### config.mk
export PLATFORM = sky130hd
export DESIGN_NAME = pos_cell_stream_reader
export DESIGN_NICKNAME = d
export VERILOG_FILES = /design/src/rtl/pos_cell_stream_reader_pkg.sv /design/src/rtl/pos_stream_fifo.sv /design/src/rtl/pos_cell_stream_reader.sv
export SDC_FILE = /design/constraint.sdc
export NUM_CORES = 1
export LEC_CHECK = 0
export CAP_MARGIN = 20
export CELL_PAD_IN_SITES_DETAIL_PLACEMENT = 1
export CELL_PAD_IN_SITES_GLOBAL_PLACEMENT = 2
export CORE_UTILIZATION = 38
export DETAILED_ROUTE_END_ITERATION = 6
export PLACE_DENSITY = 0.86
export SKIP_CTS_REPAIR_TIMING = 1
export SYNTH_ARGS = -nofsm -noshare
export SYNTH_HDL_FRONTEND = slang
export SYNTH_SLANG_ARGS = --single-unit
### constraint.sdc
create_clock -name clock -period 3.4 [get_ports clock]
set_input_delay 0.34 -clock clock [delete_from_list [all_inputs] [get_ports clock]]
set_output_delay 0.34 -clock clock [all_outputs]
set_load 0.005 [all_outputs]
### src/rtl/pos_cell_stream_reader_pkg.sv
// Shared definitions for the position cell stream reader: position field layout
// and the particle-count saturation helper.
package pos_cell_stream_reader_pkg;

  localparam int POS_WIDTH = 32;
  localparam int POSX_LSB  = 0;
  localparam int POSY_LSB  = POS_WIDTH;
  localparam int POSZ_LSB  = 2 * POS_WIDTH;

  function automatic int clamp_count(input int raw, input int max_count);
    return (raw > max_count) ? max_count : raw;
  endfunction

endpackage

### src/rtl/pos_stream_fifo.sv
// Show-ahead FIFO holding returned position words until the stream consumer takes them.
// The head reads as zero while empty so stale entries never appear on the outputs.
module pos_stream_fifo
  import pos_cell_stream_reader_pkg::*;
#(
  parameter int DEPTH = 4,
  parameter int WIDTH = 105,
  parameter int CW    = $clog2(DEPTH + 1)
) (
  input  logic             clock,
  input  logic             rst_n,
  input  logic             push,
  input  logic [WIDTH-1:0] push_data,
  input  logic             pop,
  output logic [WIDTH-1:0] pop_data,
  output logic [CW-1:0]    count,
  output logic             full,
  output logic             empty
);

  localparam int PW = (DEPTH > 1) ? $clog2(DEPTH) : 1;

  logic [WIDTH-1:0] mem [DEPTH];
  logic [PW-1:0]    rd_ptr;
  logic [PW-1:0]    wr_ptr;
  logic [CW-1:0]    count_q;
  logic             do_push;
  logic             do_pop;

  function automatic logic [PW-1:0] bump(input logic [PW-1:0] p);
    return (p == PW'(DEPTH - 1)) ? '0 : p + PW'(1);
  endfunction

  assign empty    = (count_q == '0);
  assign full     = (count_q == CW'(DEPTH));
  assign count    = count_q;
  assign do_pop   = pop && !empty;
  // A push into a full FIFO is legal only when the head leaves in the same cycle.
  assign do_push  = push && (!full || do_pop);
  assign pop_data = empty ? '0 : mem[rd_ptr];

  always_ff @(posedge clock or negedge rst_n) begin
    if (!rst_n) begin
      rd_ptr  <= '0;
      wr_ptr  <= '0;
      count_q <= '0;
    end else begin
      if (do_push) begin
        wr_ptr <= bump(wr_ptr);
      end
      if (do_pop) begin
        rd_ptr <= bump(rd_ptr);
      end
      if (do_push && !do_pop) begin
        count_q <= count_q + CW'(1);
      end else if (!do_push && do_pop) begin
        count_q <= count_q - CW'(1);
      end
    end
  end

  always_ff @(posedge clock) begin
    if (do_push) begin
      mem[wr_ptr] <= push_data;
    end
  end

endmodule

### src/rtl/pos_cell_stream_reader.sv
// Reads the particle count from a position cell RAM, then streams particles 1..N
// over valid/ready, issuing reads under credit control so no RAM word is ever dropped.
module pos_cell_stream_reader
  import pos_cell_stream_reader_pkg::*;
#(
  parameter int DATA_WIDTH   = 96,
  parameter int PARTICLE_NUM = 220,
  parameter int ADDR_WIDTH   = 8,
  parameter int FIFO_DEPTH   = 4
) (
  input  logic                  clock,
  input  logic                  rst_n,
  input  logic                  start,
  output logic                  busy,
  output logic                  done,
  output logic [ADDR_WIDTH-1:0] ram_addr,
  output logic                  ram_rden,
  output logic                  ram_wren,
  input  logic [DATA_WIDTH-1:0] ram_q,
  output logic                  out_valid,
  input  logic                  out_ready,
  output logic [DATA_WIDTH-1:0] out_pos,
  output logic [ADDR_WIDTH-1:0] out_pid,
  output logic                  out_last
);

  localparam int CW        = $clog2(FIFO_DEPTH + 1);
  localparam int EW        = DATA_WIDTH + ADDR_WIDTH + 1;
  localparam int MAX_COUNT = PARTICLE_NUM - 1;

  localparam logic [2:0] S_IDLE     = 3'd0;
  localparam logic [2:0] S_RD_CNT   = 3'd1;
  localparam logic [2:0] S_WAIT_CNT = 3'd2;
  localparam logic [2:0] S_STREAM   = 3'd3;
  localparam logic [2:0] S_DRAIN    = 3'd4;
  localparam logic [2:0] S_DONE     = 3'd5;

  logic [2:0]            state;
  logic                  wait_cnt;
  logic [ADDR_WIDTH-1:0] count;
  logic [ADDR_WIDTH-1:0] next_addr;
  logic                  done_q;

  logic [1:0]            tag;
  logic [ADDR_WIDTH-1:0] tag_pid0;
  logic [ADDR_WIDTH-1:0] tag_pid1;
  logic                  tag_last0;
  logic                  tag_last1;

  logic [CW-1:0]         fifo_count;
  logic                  fifo_full;
  logic                  fifo_empty;
  logic [EW-1:0]         head;
  logic [EW-1:0]         push_data;
  logic                  push;
  logic                  pop;
  logic [CW:0]           pending;
  logic                  issue;
  logic                  drain_done;
  logic [ADDR_WIDTH-1:0] cnt_clamped;

  assign pop       = out_valid && out_ready;
  assign push      = tag[1];
  assign push_data = {tag_last1, tag_pid1, ram_q};

  // Words in flight plus words buffered, after this cycle's pop, must leave room for one more read.
  assign pending = {1'b0, fifo_count}
                 + {{CW{1'b0}}, tag[0]}
                 + {{CW{1'b0}}, tag[1]}
                 - {{CW{1'b0}}, pop};

  assign issue = (state == S_STREAM)
              && (pending < (CW + 1)'(FIFO_DEPTH))
              && !(fifo_full && !pop);

  assign drain_done = (tag == 2'b00) && (fifo_count == {{(CW - 1){1'b0}}, pop});

  assign cnt_clamped = ADDR_WIDTH'(clamp_count(int'(ram_q[ADDR_WIDTH-1:0]), MAX_COUNT));

  assign ram_rden = issue || (state == S_RD_CNT);
  assign ram_addr = issue ? next_addr : '0;
  assign ram_wren = 1'b0;
  assign busy     = (state != S_IDLE);
  assign done     = done_q;

  assign out_valid = !fifo_empty;
  assign {out_last, out_pid, out_pos} = head;

  always_ff @(posedge clock or negedge rst_n) begin
    if (!rst_n) begin
      state     <= S_IDLE;
      wait_cnt  <= 1'b0;
      count     <= '0;
      next_addr <= '0;
      done_q    <= 1'b0;
    end else begin
      done_q <= 1'b0;
      case (state)
        S_IDLE: begin
          if (start) begin
            state <= S_RD_CNT;
          end
        end
        S_RD_CNT: begin
          wait_cnt <= 1'b0;
          state    <= S_WAIT_CNT;
        end
        S_WAIT_CNT: begin
          if (wait_cnt) begin
            count     <= cnt_clamped;
            next_addr <= ADDR_WIDTH'(1);
            state     <= (cnt_clamped == '0) ? S_DONE : S_STREAM;
          end else begin
            wait_cnt <= 1'b1;
          end
        end
        S_STREAM: begin
          if (issue) begin
            next_addr <= next_addr + ADDR_WIDTH'(1);
            if (next_addr == count) begin
              state <= S_DRAIN;
            end
          end
        end
        S_DRAIN: begin
          if (drain_done) begin
            state <= S_DONE;
          end
        end
        S_DONE: begin
          done_q <= 1'b1;
          state  <= S_IDLE;
        end
        default: state <= S_IDLE;
      endcase
    end
  end

  // Tag pipeline matches the RAM's two-cycle latency; the count read is never tagged.
  always_ff @(posedge clock or negedge rst_n) begin
    if (!rst_n) begin
      tag       <= 2'b00;
      tag_pid0  <= '0;
      tag_pid1  <= '0;
      tag_last0 <= 1'b0;
      tag_last1 <= 1'b0;
    end else begin
      tag       <= {tag[0], issue};
      tag_pid0  <= next_addr;
      tag_last0 <= (next_addr == count);
      tag_pid1  <= tag_pid0;
      tag_last1 <= tag_last0;
    end
  end

  pos_stream_fifo #(
    .DEPTH (FIFO_DEPTH),
    .WIDTH (EW),
    .CW    (CW)
  ) u_fifo (
    .clock     (clock),
    .rst_n     (rst_n),
    .push      (push),
    .push_data (push_data),
    .pop       (pop),
    .pop_data  (head),
    .count     (fifo_count),
    .full      (fifo_full),
    .empty     (fifo_empty)
  );

endmodule

---- After elaboration in Yosys (flattened, before gate mapping) ----
Memory sizes are Yosys's and may differ from the RTL's.
Cells that the tools add are included.
cells by class
  reductions and logical operators ........ 28
  $add $sub $neg .......................... 8
  muxes and demuxes ....................... 21
  equal/unequal tests ..................... 15
  order comparisons ....................... 2
operator list
  operator               number
  $mux W105              1
  $mux W8                4
  $mux W3                8
  $pmux W8 S2            1
  $pmux W3 S5            1
  $eq A3 B3 Y1 const B   3
  $logic_and A1 B1 Y1    9
  $add A8 B1 Y8 const B  1
  $eq A8 B8 Y1           1
  $gt A8 B8 Y1 const B   1
  $logic_not A8 Y1       1
  $ne A2 B2 Y1 const B   4
  $eq A3 B2 Y1 const B   2
  $logic_not A1 Y1       6
  $logic_not A3 Y1       2
  $reduce_bool A2 Y1     3
  $reduce_and A5 Y1      1
  $add A2 B1 Y2 const B  2
  $add A3 B1 Y4          1
  $add A4 B1 Y4          1
  $eq A2 B2 Y1 const B   2
  $lt A4 B3 Y1 const B   1
  $mux W2                2
  $sub A4 B1 Y4          1
  12 further kinds       15
storage, ports and cells
  word-level logic and storage cells ...... 88
  RAM bits ................................ 420
  input bits .............................. 100
  output and inout bits ................... 118
  memories ................................ 1
  flip-flop bits (word level) ............. 48
memory list
  memory      depth  width  rd ports  clocked after Yosys merged registers in  write ports  line                   text
  u_fifo.mem  4      105    1         0                                        1            pos_stream_fifo.sv:23  logic [WIDTH-1:0] mem [DEPTH];

---- Depth between registers and ports, before layout ----
  depth in word-level cells ............... 10
  depth in mapped cells ................... 13
  depth with buffers taken out ............ 11

---- By module ----
Synthesis repeated with hierarchy kept, for this count alone.
unflattened totals
  cells, all modules ...................... 882
  area total of the unflattened synthesis .. 18143.7 um^2
by module, submodules not included
  module                  cells an instance  area an instance (um^2)  seq. area each (um^2)  instances
  pos_stream_fifo         702                16274.4                  12787.3                1
  pos_cell_stream_reader  180                1869.3                   1026.0                 1

---- Least setup slack after synthesis ----
OpenSTA, ideal clock, no wires.
  kind .................................... register to register
  from .................................... reg u_fifo.count_q[1], in the netlist u_fifo.count[1]
  to ...................................... mem u_fifo.mem[0][0] (enable)
  setup time .............................. 0.476 ns
  path buffers ............................ 0
  stages on the path, launching flop included .. 4
  data required time ...................... 2.924 ns
  arrival ................................. 3.266 ns
  clock period less this slack ............ 3.742 ns
  setup slack ............................. -0.342 ns
  path through ............................ dfrtp_1 -> or3_1 -> o21a_1 -> and2_1
on the way
  longest elaborated chain between the ends .. 8
  elaborated cells between the ends (all ways) .. 10
  those cells by class .................... eq/ne (1); mux (2); reduce/logical (7)
ends and longest elaborated chain
  what                             line                                                 text
  start: declaration               pos_stream_fifo.sv:26                                logic [CW-1:0] count_q;
  start signal: assignment         pos_stream_fifo.sv:55                                count_q <= count_q + CW'(1);
  start signal: assignment         pos_stream_fifo.sv:57                                count_q <= count_q - CW'(1);
  $logic_not A3 Y1                 pos_stream_fifo.sv:34                                assign empty = (count_q == '0);
  $logic_not A1 Y1                 pos_stream_fifo.sv:37, pos_cell_stream_reader.sv:86
  $logic_and A1 B1 Y1              pos_cell_stream_reader.sv:62                         assign pop = out_valid && out_ready;
  $logic_and A1 B1 Y1              pos_stream_fifo.sv:37                                assign do_pop = pop && !empty;
  $logic_or A1 B1 Y1 *             pos_stream_fifo.sv:39                                assign do_push = push && (!full || do_pop);
  $logic_and A1 B1 Y1 *            pos_stream_fifo.sv:39
  via u_fifo.do_push               pos_stream_fifo.sv:27                                logic do_push;
  $mux W1 *                        pos_stream_fifo.sv:63                                if (do_push) begin
  $mux W1 (implied by the code) *  pos_stream_fifo.sv:64                                mem[wr_ptr] <= push_data;
  end: declaration                 pos_stream_fifo.sv:23
The timed path passes the listed nets; every way through them passes the cells marked *.

---- Worst setup path after layout ----
  from .................................... reg u_fifo.count_q[0], in the netlist u_fifo.count[0]
  to ...................................... out ram_addr[0]
on the way
  longest elaborated chain between the ends .. 8
  elaborated cells between the ends (all ways) .. 14
  those cells by class .................... add/sub (3); order compare (1); eq/ne (1); mux (1); reduce/logical (8)
ends and longest elaborated chain
  what                                                                   line                          text
  parallel branches: the longest is 6 deep, another holds $add A3 B1 Y4  n/a
  $logic_and A1 B1 Y1 *                                                  pos_cell_stream_reader.sv:74  && !(fifo_full && !pop);
  $mux W8 *                                                              pos_cell_stream_reader.sv:81  assign ram_addr = issue ? next_addr : '0;
  end: declaration                                                       pos_cell_stream_reader.sv:16  output logic [ADDR_WIDTH-1:0] ram_addr,
Mark *: on every way between the ends.

==> results.py <==
metrics = {
    "status": {
        "status": "finished, violations left",
        "violations": "design-rule violations, negative setup slack",
    },
    "setup_path": {
        "cp.required_ns": 3.06,
        "worstSetupPathType": "flop to output port",
        "reg2reg_to": "next_addr[3]",
        "worstPathArrival_ns": 3.10,
        "endpoint_kind": "output port",
        "crit_fanout": 4,
        "rrSetupSlack_ns": 0.74,
        "crit_path_start_kind": "flop",
        "reg2regPathDepth": 12,
        "rr_startpoint": "u_fifo.count[0]",
    },
    "synth": {
        "ys_warn_count": 0,
        "ys_seq_area_share_pct": 76.6,
        "synthesis.nets": 986,
        "synth.cell_area_mm2": 0.0180,
        "synth_edf_count": 420,
        "synth.avg_cell_area_um2": 20.6,
        "async_reset_ff_share_pct": 10.3,
        "ys_types": 50,
        "ys_ff_latch": 468,
        "synth_top_flop_cell": "edfxtp_1",
        "synthCells": 874,
    },
    "timing": {
        "timing.fmax_mhz": 290,
        "timing.hold.ws_ns": 0.347,
        "fin_crit_ns": 3.44,
        "period_share_pct": 101,
        "hold_violations": 0,
        "drv_slew": 0,
        "max_slew_margin_pct": 45.8,
        "grt_setup_unrepaired": "yes",
        "fin_skew_ns": 0.0188,
        "tns_ns": -0.0425,
        "final-setup-viol-count": 1,
        "worst_slack_ns": -0.0425,
        "worst_pin_slew_ns": 0.813,
    },
    "global_routing": {
        "overflow": 0,
        "grt_pass1_vias": 9948,
        "grt_pass1_wl_um": 58400,
        "grt_max_degree": 55,
        "grt_usage_pct": 16.3,
        "antenna_found_initial": 0,
    },
    "floorplanning": {
        "die_x_um": 220,
        "die_y_um": 220,
        "coreArea_mm2": 0.0467,
        "initial_core_util_pct": 38.6,
        "die_area_mm2": 0.0483,
        "rows": 79,
        "io_pins": 218,
    },
    "finish": {
        "diodes": 0,
        "drive_gt1_share_pct": 21.1,
        "final_cell_mix": "edfxtp_1, clkdlybuf4s50_1, and2_1",
        "final_core_util_pct": 49.3,
        "fin_nets": 1249,
        "areaGrowthSynthToFinish_pct": 27.7,
        "final_area_mm2": 0.0230,
        "final_common_cell": "edfxtp_1",
    },
    "drt": {
        "postRouteAntennaNets": 0,
        "routed_wl_um": 39300,
        "wl_per_cell_um": 22.1,
        "first_pass_iters": 7,
        "via_count": 9030,
        "drt_iter0_drc": 517,
        "post-route-drc-count": 22,
        "vias_per_cell": 5.07,
    },
    "placed_design": {
        "hpwl_um": 24000,
        "pre_cts_ws_ns": 0.0487,
        "io_buffers": 216,
        "placed_cell_area_mm2": 0.0212,
        "place.gp.congestion": 0.733,
    },
    "worst_hold_path": {
        "min_to": "tag_pid1[7]",
        "whs_path_depth": 0,
        "min_from": "tag_pid0[7]",
        "hold_path.class": "flop to flop",
    },
    "cts": {
        "clock_sinks": 468,
        "cts_buffers": 48,
        "clk_path_buf_depth": 3,
        "clkTransAtPathRegs_ns": 0.06,
        "cts_root_buffer": "clkbuf_16",
        "htree_levels": 2,
        "clk_latency_ns": 0.58,
        "cts_tree": "built",
    },
    "power_and_ir_drop": {
        "leakagePower_nw": 7.85,
        "ir_drop_uv": 515,
        "p_per_area_mw_per_mm2": 933,
    },
    "flow_run": {
        "max_cap_violations": 0,
    },
}
-- worst max path at each step --
stage,slack [ns],end,startpoint
floorplan,0.46,ram_addr[1],u_fifo.count[1]
detailed placement,0.05,ram_addr[0],out_ready
finish,-0.04,ram_addr[0],u_fifo.count[0]
global route,-0.17,ram_addr[0],u_fifo.count[0]
global placement,0.18,ram_addr[0],out_ready
CTS,-0.52,ram_addr[0],u_fifo.count[2]
-- report_power, final --
part	total, W	switching [W]	internal, W
logic	0.00785	0.00342	0.00443
registers	0.00816	0.000498	0.00766
clock network	0.00546	0.00214	0.00331
-- area by class of cell --
| class | count | area (um^2) |
|---|---|---|
| tap | 607 | 759 |
| fill | 4319 | 23600 |
| clock inverter | 29 | 357 |
| inverter | 15 | 56.3 |
| sequential | 468 | 13800 |
| multi-input combinational | 351 | 4090 |
| timing repair buffer | 253 | 2640 |
| clock buffer | 58 | 1290 |
-- routing by layer --
layer	up-vias	track usage (%)	wire, um
met2	197	28.7	20800
met5	-	0	0
li1	3990	-	-
met3	55	3.70	1830
met4	0	4.28	747
met1	4788	20.0	15900
-- registers in the layout, indices dropped and copies added, names as in the netlist --
signal / flops
tag_pid0: 8
u_fifo.wr_ptr: 2
tag_last0: 1
count: 8
tag: 2
done: 1
wait_cnt: 1
u_fifo.mem: 420
u_fifo.rd_ptr: 2
u_fifo.count: 3
tag_pid1: 8
state: 3
next_addr: 8
tag_last1: 1
-- critical path, stage by stage (launching register included) --
cell and delay [ns]:
dfrtp_1 0.38, or3_4 0.41, nand2_4 0.07, inv_2 0.04
ha_4 0.26, inv_2 0.04, ha_4 0.26, nand3_4 0.06
a22oi_2 0.41, a211oi_4 0.08, buf_4 0.16, buf_4 0.12
and2_4 0.15, clkbuf_2 0.10
-- logic make-up (layout without fill, tap and decap cells) --
logic type	Yosys count	after routing	share of synthesized area (%)
DFF	468	468	76.6
and+or+nand+nor	182	182	5.81
muxes	110	110	13.4
buffers and inverters	56	355	1.30
AOI/OAI and AO/OA	34	35	1.44
adders and majority gates	12	12	0.874
xor gates and xnor gates	11	11	0.534
other	1	1	0.0208
-- synth_stat cells (5+ instances only) --
cell,n,area share (%)
nand2_1,27,0.56
a21oi_1,8,0.22
inv_1,15,0.31
o21ai_0,5,0.14
and2_1,119,4.1
buf_2,13,0.36
mux4_2,105,13
ha_1,11,0.76
clkbuf_1,23,0.48
nor2_1,12,0.25
dfrtp_1,48,6.7
xor2_1,9,0.44
edfxtp_1,420,70
-- per-stage QoR --
stage,instances,power (W)
after CTS,1771,0.0215
after global placement,1684,0.0157
after floorplan,874,0.0120
final,1781,0.0215
after global routing,1781,0.0226
after detailed placement,1684,0.0160
Note: power is estimated with default switching activity, not from simulation.
